`src/rtl/i2c_bus_filter.sv`:
```
// I2C line conditioner: synchronises and deglitches raw SCL/SDA, then derives edge pulses,
// START/STOP detection and bus-busy status. Define I2C_FILTER_TIMEOUT_EN for the SCL stuck-low timeout.
module i2c_bus_filter #(
    parameter int SYNC_STAGES    = 2,
    parameter int FILTER_LEN     = 4,
    parameter int TIMEOUT_CYCLES = 50_000
) (
    input  logic clk,
    input  logic reset,
    input  logic scl_in,
    input  logic sda_in,
    output logic scl_o,
    output logic sda_o,
    output logic scl_rise,
    output logic scl_fall,
    output logic start_det,
    output logic stop_det,
    output logic bus_busy,
    output logic bus_timeout
);

    localparam int WARM_CYCLES = SYNC_STAGES + FILTER_LEN;
    localparam int WARM_W      = $clog2(WARM_CYCLES + 1);
    localparam logic [3:0]        CNT_LAST = 4'(FILTER_LEN - 1);
    localparam logic [WARM_W-1:0] WARM_END = WARM_W'(WARM_CYCLES);

    generate
        if (SYNC_STAGES < 2 || SYNC_STAGES > 4) begin : g_bad_sync
            $error("i2c_bus_filter: SYNC_STAGES must be 2..4");
        end
        if (FILTER_LEN < 1 || FILTER_LEN > 15) begin : g_bad_filter
            $error("i2c_bus_filter: FILTER_LEN must be 1..15");
        end
        if (TIMEOUT_CYCLES < 2) begin : g_bad_timeout
            $error("i2c_bus_filter: TIMEOUT_CYCLES must be at least 2");
        end
    endgenerate

    logic [SYNC_STAGES-1:0] scl_sync_q, scl_sync_d;
    logic [SYNC_STAGES-1:0] sda_sync_q, sda_sync_d;
    logic [3:0]             scl_cnt_q, scl_cnt_d;
    logic [3:0]             sda_cnt_q, sda_cnt_d;
    logic                   scl_filt_q, scl_filt_d;
    logic                   sda_filt_q, sda_filt_d;
    logic [WARM_W-1:0]      warm_q, warm_d;
    logic                   armed_q, armed_d;
    logic                   scl_rise_q, scl_rise_d;
    logic                   scl_fall_q, scl_fall_d;
    logic                   start_q, start_d;
    logic                   stop_q, stop_d;
    logic                   busy_q, busy_d;
    logic                   timeout_d;
    logic                   scl_sync, sda_sync;

    assign scl_sync = scl_sync_q[SYNC_STAGES-1];
    assign sda_sync = sda_sync_q[SYNC_STAGES-1];

    always_comb begin
        scl_sync_d = {scl_sync_q[SYNC_STAGES-2:0], scl_in};
        sda_sync_d = {sda_sync_q[SYNC_STAGES-2:0], sda_in};

        // A new level is accepted only after FILTER_LEN consecutive disagreeing samples.
        scl_filt_d = scl_filt_q;
        scl_cnt_d  = '0;
        if (scl_sync != scl_filt_q) begin
            if (scl_cnt_q == CNT_LAST) begin
                scl_filt_d = scl_sync;
            end else begin
                scl_cnt_d = scl_cnt_q + 4'd1;
            end
        end

        sda_filt_d = sda_filt_q;
        sda_cnt_d  = '0;
        if (sda_sync != sda_filt_q) begin
            if (sda_cnt_q == CNT_LAST) begin
                sda_filt_d = sda_sync;
            end else begin
                sda_cnt_d = sda_cnt_q + 4'd1;
            end
        end

        // Arming waits until the pipeline has flushed its reset values and the bus is idle.
        warm_d  = (warm_q == WARM_END) ? warm_q : warm_q + WARM_W'(1);
        armed_d = armed_q | ((warm_q == WARM_END) & scl_filt_q & sda_filt_q);

        scl_rise_d = armed_q & ~scl_filt_q & scl_filt_d;
        scl_fall_d = armed_q & scl_filt_q & ~scl_filt_d;
        start_d    = armed_q & scl_filt_q & scl_filt_d & sda_filt_q & ~sda_filt_d;
        stop_d     = armed_q & scl_filt_q & scl_filt_d & ~sda_filt_q & sda_filt_d;

        busy_d = busy_q;
        if (start_d) begin
            busy_d = 1'b1;
        end
        if (stop_d || timeout_d) begin
            busy_d = 1'b0;
        end
    end

    always_ff @(posedge clk or posedge reset) begin
        if (reset) begin
            scl_sync_q <= '1;
            sda_sync_q <= '1;
            scl_cnt_q  <= '0;
            sda_cnt_q  <= '0;
            scl_filt_q <= 1'b1;
            sda_filt_q <= 1'b1;
            warm_q     <= '0;
            armed_q    <= 1'b0;
            scl_rise_q <= 1'b0;
            scl_fall_q <= 1'b0;
            start_q    <= 1'b0;
            stop_q     <= 1'b0;
            busy_q     <= 1'b0;
        end else begin
            scl_sync_q <= scl_sync_d;
            sda_sync_q <= sda_sync_d;
            scl_cnt_q  <= scl_cnt_d;
            sda_cnt_q  <= sda_cnt_d;
            scl_filt_q <= scl_filt_d;
            sda_filt_q <= sda_filt_d;
            warm_q     <= warm_d;
            armed_q    <= armed_d;
            scl_rise_q <= scl_rise_d;
            scl_fall_q <= scl_fall_d;
            start_q    <= start_d;
            stop_q     <= stop_d;
            busy_q     <= busy_d;
        end
    end

`ifdef I2C_FILTER_TIMEOUT_EN
    localparam int TO_W = $clog2(TIMEOUT_CYCLES + 1);
    localparam logic [TO_W-1:0] TO_END  = TO_W'(TIMEOUT_CYCLES);
    localparam logic [TO_W-1:0] TO_LAST = TO_W'(TIMEOUT_CYCLES - 1);

    logic [TO_W-1:0] to_cnt_q, to_cnt_d;
    logic            timeout_q;

    // Counts the clks SCL is held low during a transfer; saturates until SCL is released.
    always_comb begin
        to_cnt_d  = '0;
        timeout_d = 1'b0;
        if (scl_filt_d) begin
            to_cnt_d = '0;
        end else if (to_cnt_q == TO_END) begin
            to_cnt_d = to_cnt_q;
        end else if (busy_q) begin
            to_cnt_d  = to_cnt_q + TO_W'(1);
            timeout_d = (to_cnt_q == TO_LAST);
        end
    end

    always_ff @(posedge clk or posedge reset) begin
        if (reset) begin
            to_cnt_q  <= '0;
            timeout_q <= 1'b0;
        end else begin
            to_cnt_q  <= to_cnt_d;
            timeout_q <= timeout_d;
        end
    end

    assign bus_timeout = timeout_q;
`else
    assign timeout_d   = 1'b0;
    assign bus_timeout = 1'b0;
`endif

    assign scl_o     = scl_filt_q;
    assign sda_o     = sda_filt_q;
    assign scl_rise  = scl_rise_q;
    assign scl_fall  = scl_fall_q;
    assign start_det = start_q;
    assign stop_det  = stop_q;
    assign bus_busy  = busy_q;

endmodule

```
`config.mk`:
```
export PLATFORM = sky130hd
export DESIGN_NAME = i2c_bus_filter
export DESIGN_NICKNAME = d
export VERILOG_FILES = /design/src/rtl/i2c_bus_filter.sv
export SDC_FILE = /design/constraint.sdc
export NUM_CORES = 1
export LEC_CHECK = 0
export CORE_MARGIN = 2
export CORE_UTILIZATION = 30
export CTS_CLUSTER_DIAMETER = 60
export DETAILED_ROUTE_END_ITERATION = 12
export GPL_TIMING_DRIVEN = 0
export PLACE_DENSITY_LB_ADDON = 0.1
export SETUP_SLACK_MARGIN = 0.5
export SYNTH_ARGS = -nofsm -noshare
export SYNTH_HDL_FRONTEND = slang
export SYNTH_SLANG_ARGS = --single-unit
```
`constraint.sdc`:
```
create_clock -name clk -period 2.6 [get_ports clk]
set_clock_uncertainty 0.1 [all_clocks]
set_input_delay 0.52 -clock clk [delete_from_list [all_inputs] [get_ports clk]]
set_output_delay 0.52 -clock clk [all_outputs]
set_load 0.1 [all_outputs]
```
==> run_results.csv <==
group,metric,value,unit
sta,grt_setup_unrepaired,"false",
run,cap_violations,0,
sta,tns,0,ns
floorplanning,die_x,60.5,microns
synthesis,yosys-top-cells-area,"dfrtp_1 (44%), dfstp_2 (16%), ha_1 (5.2%), nor2_1 (2.7%), xnor2_1 (2.7%)",
synthesis,avgSynthCellArea,12.8,sq um
synthesis,yosysWarnings,0,
synthesis,ys_seq_elements,23,
pwr,ir_drop,211,uV
cells_and_area,final_nets,98,
clock_network,insertion_delay,0.30,ns
sta,setup_ws,0.610,ns
clock_network,cts_buffers,3,
cells_and_area,areaGrowthSynthToFinish,17.9,%
cells_and_area,drive_gt1_share,25.8,%
grt,antenna_found_initial,0,
cells_and_area,final_area,1130,sq um
hold_path,hp-class,"reg -> reg",
route,firstDrtPassIters,3,
floorplanning,die_h,60.5,microns
setup_path,worst_path_dominant_cell_family,"flip-flops",
floorplanning,num_io_pins,12,
synthesis,ys_seq_area_share,60.8,%
route,antenna_left,0,
route,finalWirelength,1390,microns
synthesis,synth_top_area_cell,"dfrtp_1",
sta,hold_violations,0,
status,status,"complete, no violations",
grt,grt_pass1_wl,2440,microns
pwr,p_leak,0.475,nW
placed_design,postPlaceCellArea,1110,sq um
setup_path,arrival,1.37,ns
grt,grt_usage,9.41,%
placed_design,numPortBuffers,10,
clock_network,path_clk_slew,0.12,ns
setup_path,end_kind,"output pin",
sta,min_period,1.99,ns
synthesis,netlist_area,958,sq um
route,viasPerCell,4.33,
cells_and_area,diodes,0,
hold_path,holdPathStages,0,
synthesis,async_reset_ff_share,100,%
setup_path,r2r_start,"sda_cnt_q[0]",
synthesis,synthDistinctLibCells,28,
placed_design,place.gp.congestion,0.653,
setup_path,crit_buf_inv,1,
hold_path,hold-path-endpoint,"scl_sync_q[1]",
setup_path,crit_chain,"buf_2",
floorplanning,initial_core_util,31.4,%
synthesis,syn_inst,75,
setup_path,path_max_fanout,8,
clock_network,cts-root-buf,"clkbuf_4",
synthesis,synth.top_cell.area_share,44.4,%
pwr,power_density,845,nW/um^2
grt,grt.overflow.total,0,
floorplanning,fp-row-count,20,
sta,finalSetupViolations,0,
hold_path,min-delay-start,"scl_sync_q[0]",
sta,fmax,0.503,GHz
route,routedWlPerCell,10.4,microns
setup_path,cp-start-kind,"flop",
setup_path,regToRegSetupSlack,0.93,ns
placed_design,pre_cts_slack,0.230,ns
synthesis,synth_edf_count,0,
setup_path,slowest_stage,"dfstp_2",
clock_network,h-tree-depth,1,
synthesis,synthFlopType,"dfrtp_1",
sta,tightest_slew,0.848,ns
sta,period_share,76.5,%
setup_path,rr_endpoint,"start_det",
floorplanning,dieArea,3660,sq um
sta,slew_viol_final,0,
route,drc_errors,0,
grt,grt_max_degree,24,
route,first_iter_violations,4,
clock_network,clkSinkCount,23,
synthesis,syn-num-nets,83,
setup_path,critPathKind,"reg -> out",
setup_path,required,1.98,ns
route,vias,576,
clock_network,clk_path_buf_depth,2,
placed_design,dp.final_hpwl,995,microns
sta,maxSlewHeadroom,43.4,%
setup_path,crit_path_max_incr_delay,0.62,ns
setup_path,reg2reg_depth,4,
clock_network,tritoncts,"yes",
setup_path,crit_start,"sda_o",
grt,grt_pass1_vias,528,
floorplanning,core,3050,sq um
==> metal layers <==
layer	wire (microns)	track usage [%]	up-vias
li1	-	-	287
met1	688	13.2	277
met2	619	12.4	10
met3	61	2.56	2
met4	19	6.52	0
met5	0	0	-
==> kinds of logic (layout without fill, tap and decap cells) <==
logic type / Yosys count / in the layout / share of synthesized area, %
adders and majority gates: 4 / 4 / 5.22
other: 1 / 1 / 0.391
and+or+nand+nor: 30 / 30 / 20.4
muxes: 2 / 2 / 2.35
DFF: 23 / 23 / 60.8
xor gates and xnor gates: 5 / 5 / 4.57
AOI/OAI and AO/OA: 7 / 7 / 4.70
buffers and inverters: 3 / 17 / 1.57
==> metrics by stage <==
step | hold slack, ns | util, % | total power [mW] | std cells
2_1_floorplan | 0.245 | - | 0.750 | 75
3_3_place_gp | 0.246 | 36.5 | 0.826 | 129
3_5_place_dp | 0.248 | 36.5 | 0.827 | 129
4_1_cts | 0.266 | 37.4 | 0.984 | 133
5_1_grt | 0.269 | 37.0 | 1.02 | 133
6_report | 0.264 | 37.0 | 0.954 | 133
==> worst max-delay path by stage <==
stage	to	slack (ns)	cells after the start
2_1_floorplan	start_det	0.83	3
3_3_place_gp	sda_o	0.23	1
3_5_place_dp	sda_o	0.23	1
4_1_cts	sda_o	0.45	1
5_1_grt	sda_o	0.52	1
6_report	sda_o	0.61	1
==> report_power, final <==
part	internal (mW)	switching, mW	total [mW]
Combinational	0.0949	0.229	0.324
Clock	0.0597	0.0971	0.157
Sequential	0.422	0.0516	0.473
==> placed cells by master, fill, tap and decap left out, types with 2 or more instances in the layout <==
cell type / count
nor2_1: 7
nand3b_1: 2
buf_2: 2
nand2b_1: 2
xnor2_1: 3
dfstp_2: 6
mux2_2: 2
nand3_1: 2
nor3b_2: 2
nor3b_1: 2
clkdlybuf4s50_1: 3
xor2_1: 2
nand2_1: 3
a21oi_1: 4
inv_1: 2
ha_1: 4
clkbuf_4: 3
nor3_1: 2
clkdlybuf4s15_2: 4
nor2b_1: 2
dfrtp_1: 17
==> state kept, by name (all words and copies together), names as in the netlist <==
register and count:
bus_busy 1, scl_o 1, sda_o 1, stop_det 1, warm_q 3, scl_rise 1, scl_cnt_q 4, sda_cnt_q 4
scl_sync_q 2, sda_sync_q 2, scl_fall 1, armed_q 1, start_det 1
==> Yosys cell counts (2+ instances only) <==
| cell type | n |
|---|---|
| a21oi_1 | 4 |
| nand3b_1 | 2 |
| xnor2_1 | 3 |
| nand2b_1 | 2 |
| ha_1 | 4 |
| nand2_1 | 3 |
| nand3_1 | 2 |
| nor3b_2 | 2 |
| mux2_2 | 2 |
| xor2_1 | 2 |
| nor2_1 | 7 |
| inv_1 | 2 |
| nor2b_1 | 2 |
| nor3b_1 | 2 |
| dfstp_2 | 6 |
| dfrtp_1 | 17 |
| nor3_1 | 2 |
==> repair_timing <==
| action | 4_1_cts | 5_1_grt |
|---|---|---|
| resized for setup | 22 | 3 |
| endpoints found under the setup margin | 7 | 2 |
| hold buffers | 0 | 0 |
| setup buffers | 0 | 0 |
| hold endpoints to repair | 0 | 0 |
==> cell type report <==
cell class	instances	area, sq um
fill	321	1920
sequential	23	583
multi-input combinational	49	360
timing repair buffer	10	90.1
tap	44	55.1
clock buffer	4	26.3
buffer	1	7.51
inverter	2	7.51
(Power assumes the default switching activity.)
==> edit 1 (same flow settings) <==
Build with the macro `I2C_FILTER_TIMEOUT_EN` defined.
--- a/src/rtl/i2c_bus_filter.sv
+++ b/src/rtl/i2c_bus_filter.sv
@@ -1,5 +1,7 @@
 // I2C line conditioner: synchronises and deglitches raw SCL/SDA, then derives edge pulses,
 // START/STOP detection and bus-busy status. Define I2C_FILTER_TIMEOUT_EN for the SCL stuck-low timeout.
+`define I2C_FILTER_TIMEOUT_EN
+
 module i2c_bus_filter #(
     parameter int SYNC_STAGES    = 2,
     parameter int FILTER_LEN     = 4,
Check against the original RTL: same outputs for any inputs over 10 cycles, from zero or initial values and one cycle with reset high; that may be too few to reach the edited logic, so the function may still have changed.
==> edit 1 against the original RTL <==
- fmax fell by 2.8%
- wire length rose to 2.6 times the old value
- largest power group unchanged
- sequential cell count up 17
- total power grew 74%
- core utilization fell by 0.062 points
- worst setup slack worse by 0.058 ns
- die area up 90%
- area after synthesis up 97%
- design area is 96% higher
==> edit 1: results (changes against the original RTL) <==
Placement Setup Slack = 0.260 ns (+0.0300 ns)
non-clock buffer share of cell area = 6.67% (-2.0 points)
measured slew at the worst slew-check pin = 0.944 ns (+0.0956 ns)
DR WL met3 = 160 µm (+160%)
met2 usage = 16.4% (+4.0 points)
clock buffer count = 6 (+2)
Routability Congestion = 0.776 (+19%)
CP Data Arrival Time = 1.43 ns (+0.06 ns)
largest net degree at the start of global routing = 41 (+71%)
Flop pwr share = 44.4% (-5.2 points)
Num CTS Buffers = 5 (+2)
GRT Total Usage = 11.4% (+2.0 points)
CTS H-tree depth = 2 (+1)
Seq/Total Area, Yosys = 53.3% (-7.5 points)
P_leak = 0.000896 µW (+89%)
cell count after synthesis = 172 (+130%)
Post-synth top cells = 34 x dfrtp_1, 22 x nor2_1, 13 x xnor2_1
met3 GRT Util = 3.18% (+0.62 points)
clk tree area frac = 4.86% (+2.5 points)
Non-clock buffers = 19 (+8)
Mapped Nets = 182 (+120%)
Max FO, Critical Path = 1 (-7)
ranking of synthesized cells by area = dfrtp_1 45%, dfstp_2 8.3%, xnor2_1 6.0%, nor2_1 4.4%, ha_1 4.0%
layout cells sized above 1 = 19.0% (-6.9 points)
sequential share of cell area = 45.6% (-6.0 points)
Max VDD drop = 0.320 mV (+51%)
#MultiIn Comb = 120 (+140%)
CTS root buf = clkbuf_8
Port Buf Inserts = 11 (+1)
DP Area = 2100 µm² (+88%)
Cell Pwr Density = 750 nW/µm² (-11%)
CP peak stage delay = 0.81 ns (+0.19 ns)
GR Util met1 = 16.0% (+2.7 points)
die area = 6960 µm² (+90%)
1st-pass router iterations = 4 (+1)
Finished Layout Cells = 270 (+100%)
DR WL met2 = 1580 µm (+160%)
post-synthesis cell type count = 41 (+46%)
Resized Gates After CTS = 15 (-32%)
met1 WL = 1810 µm (+160%)
status = finished, final reports clean
HPWL after detailed placement = 2510 µm (+150%)
# fillers = 610 (+90%)
number of global-route vias before repair = 1295 (+150%)
Clock Power = 492 µW (+210%)
Clock Pin Slew Worst Setup and Hold Paths = 0.07 ns (-0.05 ns)
Post-Route WL = 3620 µm (+160%)
Final #Nets = 204 (+110%)
DRT iter0 DRCs = 50 (+46)
largest registers = to_cnt_q x16, scl_cnt_q x4, sda_cnt_q x4
Switch Pwr = 556 µW (+47%)
Signal inverters = 8 (+6)
clock sinks = 40 (+74%)
first-pass GRT wire length = 6290 µm (+160%)
Area Growth Syn to Fin = 17.0%
DR vias/cell = 4.79 (+11%)
dpl cells = 258 (+100%)
multi-input combinational area share = 37.3% (+5.4 points)
## edit 1: final timing paths
kind / startpoint / end / slack (ns) / depth (start not counted)
min in group asynchronous: reset / to_cnt_q[11]$_DFFE_PP0P_ / 0.61 / 2
min: sda_sync_q[0]$_DFF_PP1_ / sda_sync_q[1]$_DFF_PP1_ / 0.26 / 0
max in group asynchronous: reset / bus_timeout$_DFF_PP0_ / 1.27 / 2
min reg2reg: sda_sync_q[0]$_DFF_PP1_ / sda_sync_q[1]$_DFF_PP1_ / 0.26 / 0
max: scl_fall$_DFF_PP0_ / scl_fall / 0.55 / 1
max reg2reg: scl_cnt_q[0]$_DFF_PP0_ / bus_busy$_DFFE_PP0P_ / 0.58 / 6
## edit 1: logic make-up after synthesis
group / count (synthesis) / synth area share (%)
compound gates: 16 / 6.81
xor+xnor: 16 / 7.41
fa+ha+maj: 6 / 3.97
buf+inv: 12 / 3.17
flops: 40 / 53.3
mux: 3 / 1.72
simple gates: 79 / 23.6
==> edit 2 (same settings) <==
Without the edit above. Add an input register stage for `scl_in` and `sda_in`; this delays them by one clock.
--- a/src/rtl/i2c_bus_filter.sv
+++ b/src/rtl/i2c_bus_filter.sv
@@ -23,6 +23,14 @@
     localparam int WARM_W      = $clog2(WARM_CYCLES + 1);
     localparam logic [3:0]        CNT_LAST = 4'(FILTER_LEN - 1);
     localparam logic [WARM_W-1:0] WARM_END = WARM_W'(WARM_CYCLES);
+
+    logic scl_q;
+    logic sda_q;
+
+    always_ff @(posedge clk) begin
+        scl_q <= scl_in;
+        sda_q <= sda_in;
+    end
 
     generate
         if (SYNC_STAGES < 2 || SYNC_STAGES > 4) begin : g_bad_sync
@@ -56,8 +64,8 @@
     assign sda_sync = sda_sync_q[SYNC_STAGES-1];
 
     always_comb begin
-        scl_sync_d = {scl_sync_q[SYNC_STAGES-2:0], scl_in};
-        sda_sync_d = {sda_sync_q[SYNC_STAGES-2:0], sda_in};
+        scl_sync_d = {scl_sync_q[SYNC_STAGES-2:0], scl_q};
+        sda_sync_d = {sda_sync_q[SYNC_STAGES-2:0], sda_q};
 
         // A new level is accepted only after FILTER_LEN consecutive disagreeing samples.
         scl_filt_d = scl_filt_q;
Formal check against the unedited RTL: not equivalent (Yosys sat finds a counterexample within 10 cycles, from zero or initial values and one cycle with reset high).
==> edit 2 against the original RTL <==
- core utilization up 0.37 points
- total power is 3.3% higher
- combinational power decreased by 2%
- sequential cell count increased by 2
- fmax is 0.60% lower
- wire length fell by 0.22%
- synthesized cell count is 2.7% higher
- worst setup slack got worse by 0.012 ns
- area after synthesis up 3.8%
- design area grew 2.7%
- critical endpoint unchanged
- highest routed layer unchanged
==> edit 2: results (changes against the original RTL) <==
Max VDD drop = 0.272 mV (+29%)
P_leak = 0.000499 µW (+5.2%)
Clock Power = 165 µW (+5%)
clock sinks = 25 (+8.7%)
Compound-Gate Fraction of Synth Area = 4.28% (-0.42 points)
post-synthesis cell type count = 29 (+3.6%)
# fillers = 323 (+0.62%)
Final #Nets = 100 (+2.0%)
r2r setup slk = 0.98 ns (+0.05 ns)
1st-pass router iterations = 4 (+1)
status = finished, final reports clean
wire per inst = 10.3 µm (-1.7%)
clk tree area frac = 2.27% (-0.060 points)
Seq/Total Area, Yosys = 62.6% (+1.8 points)
HPWL after detailed placement = 997 µm (+0.26%)
Flop pwr share = 51.1% (+1.5 points)
met1 WL = 747 µm (+8.6%)
sequential share of cell area = 53.7% (+2.1 points)
mux cell area share after synthesis = 1.13% (-1.2 points)
Mapped Nets = 85 (+2.4%)
Post-synth top cells = 17 x dfrtp_1, 6 x dfstp_2, 6 x nand2_1, 6 x nor2_1, 4 x ha_1
DR vias/cell = 4.24 (-2.2%)
first-pass GRT wire length = 2310 µm (-5.4%)
GRT Total Usage = 8.43% (-0.98 points)
Post-Synth Adder-Cell Area = 5.03% (-0.19 points)
ranking of synthesized cells by area = dfrtp_1 43%, dfstp_2 16%, ha_1 5.0%, dfxtp_1 4.0%, xnor2_1 2.6%
layout cells sized above 1 = 23.1% (-2.8 points)
==> edit 2: logic make-up (layout without fill, tap and decap cells) <==
kind of cell | Yosys count | in the layout
mux | 1 | 1
fa+ha+maj | 4 | 4
compound gates | 6 | 6
simple gates | 32 | 32
buf+inv | 3 | 17
other cells | 1 | 1
flops | 25 | 25
xor+xnor | 5 | 5
==> edit 2: worst max-delay path by stage <==
stage                          from                   end  slack, ns  cells past startpoint
floorplan           scl_o$_DFF_PP1_  bus_busy$_DFFE_PP0P_       0.86                      3
finish              sda_o$_DFF_PP1_                 sda_o       0.60                      1
CTS                 sda_o$_DFF_PP1_                 sda_o       0.45                      1
detailed placement  sda_o$_DFF_PP1_                 sda_o       0.24                      1
global route        sda_o$_DFF_PP1_                 sda_o       0.54                      1
global placement    sda_o$_DFF_PP1_                 sda_o       0.24                      1
==> edit 2: layer usage <==
metal / up-vias / track usage [%]
met2: 16 / 11.7
met1: 262 / 11.7
met4: 0 / 2.74
met5: - / 0
met3: 2 / 3.78
li1: 292 / -
==> edit 2: stage by stage <==
step | hold slack [ns] | cells | instance area, µm² | setup WS, ns | power, µW
floorplan | 0.184 | 77 | 995 | 0.857 | 771
global placement | 0.184 | 131 | 1150 | 0.240 | 843
detailed placement | 0.187 | 131 | 1150 | 0.239 | 848
CTS | 0.205 | 135 | 1180 | 0.447 | 1010
global route | 0.219 | 135 | 1160 | 0.538 | 1050
finish | 0.203 | 135 | 1160 | 0.598 | 985
==> edit 2: what timing repair did <==
item	4_1_cts	5_1_grt
buffers inserted	0	0
gates resized for setup	21	4
setup endpoints to repair	7	3
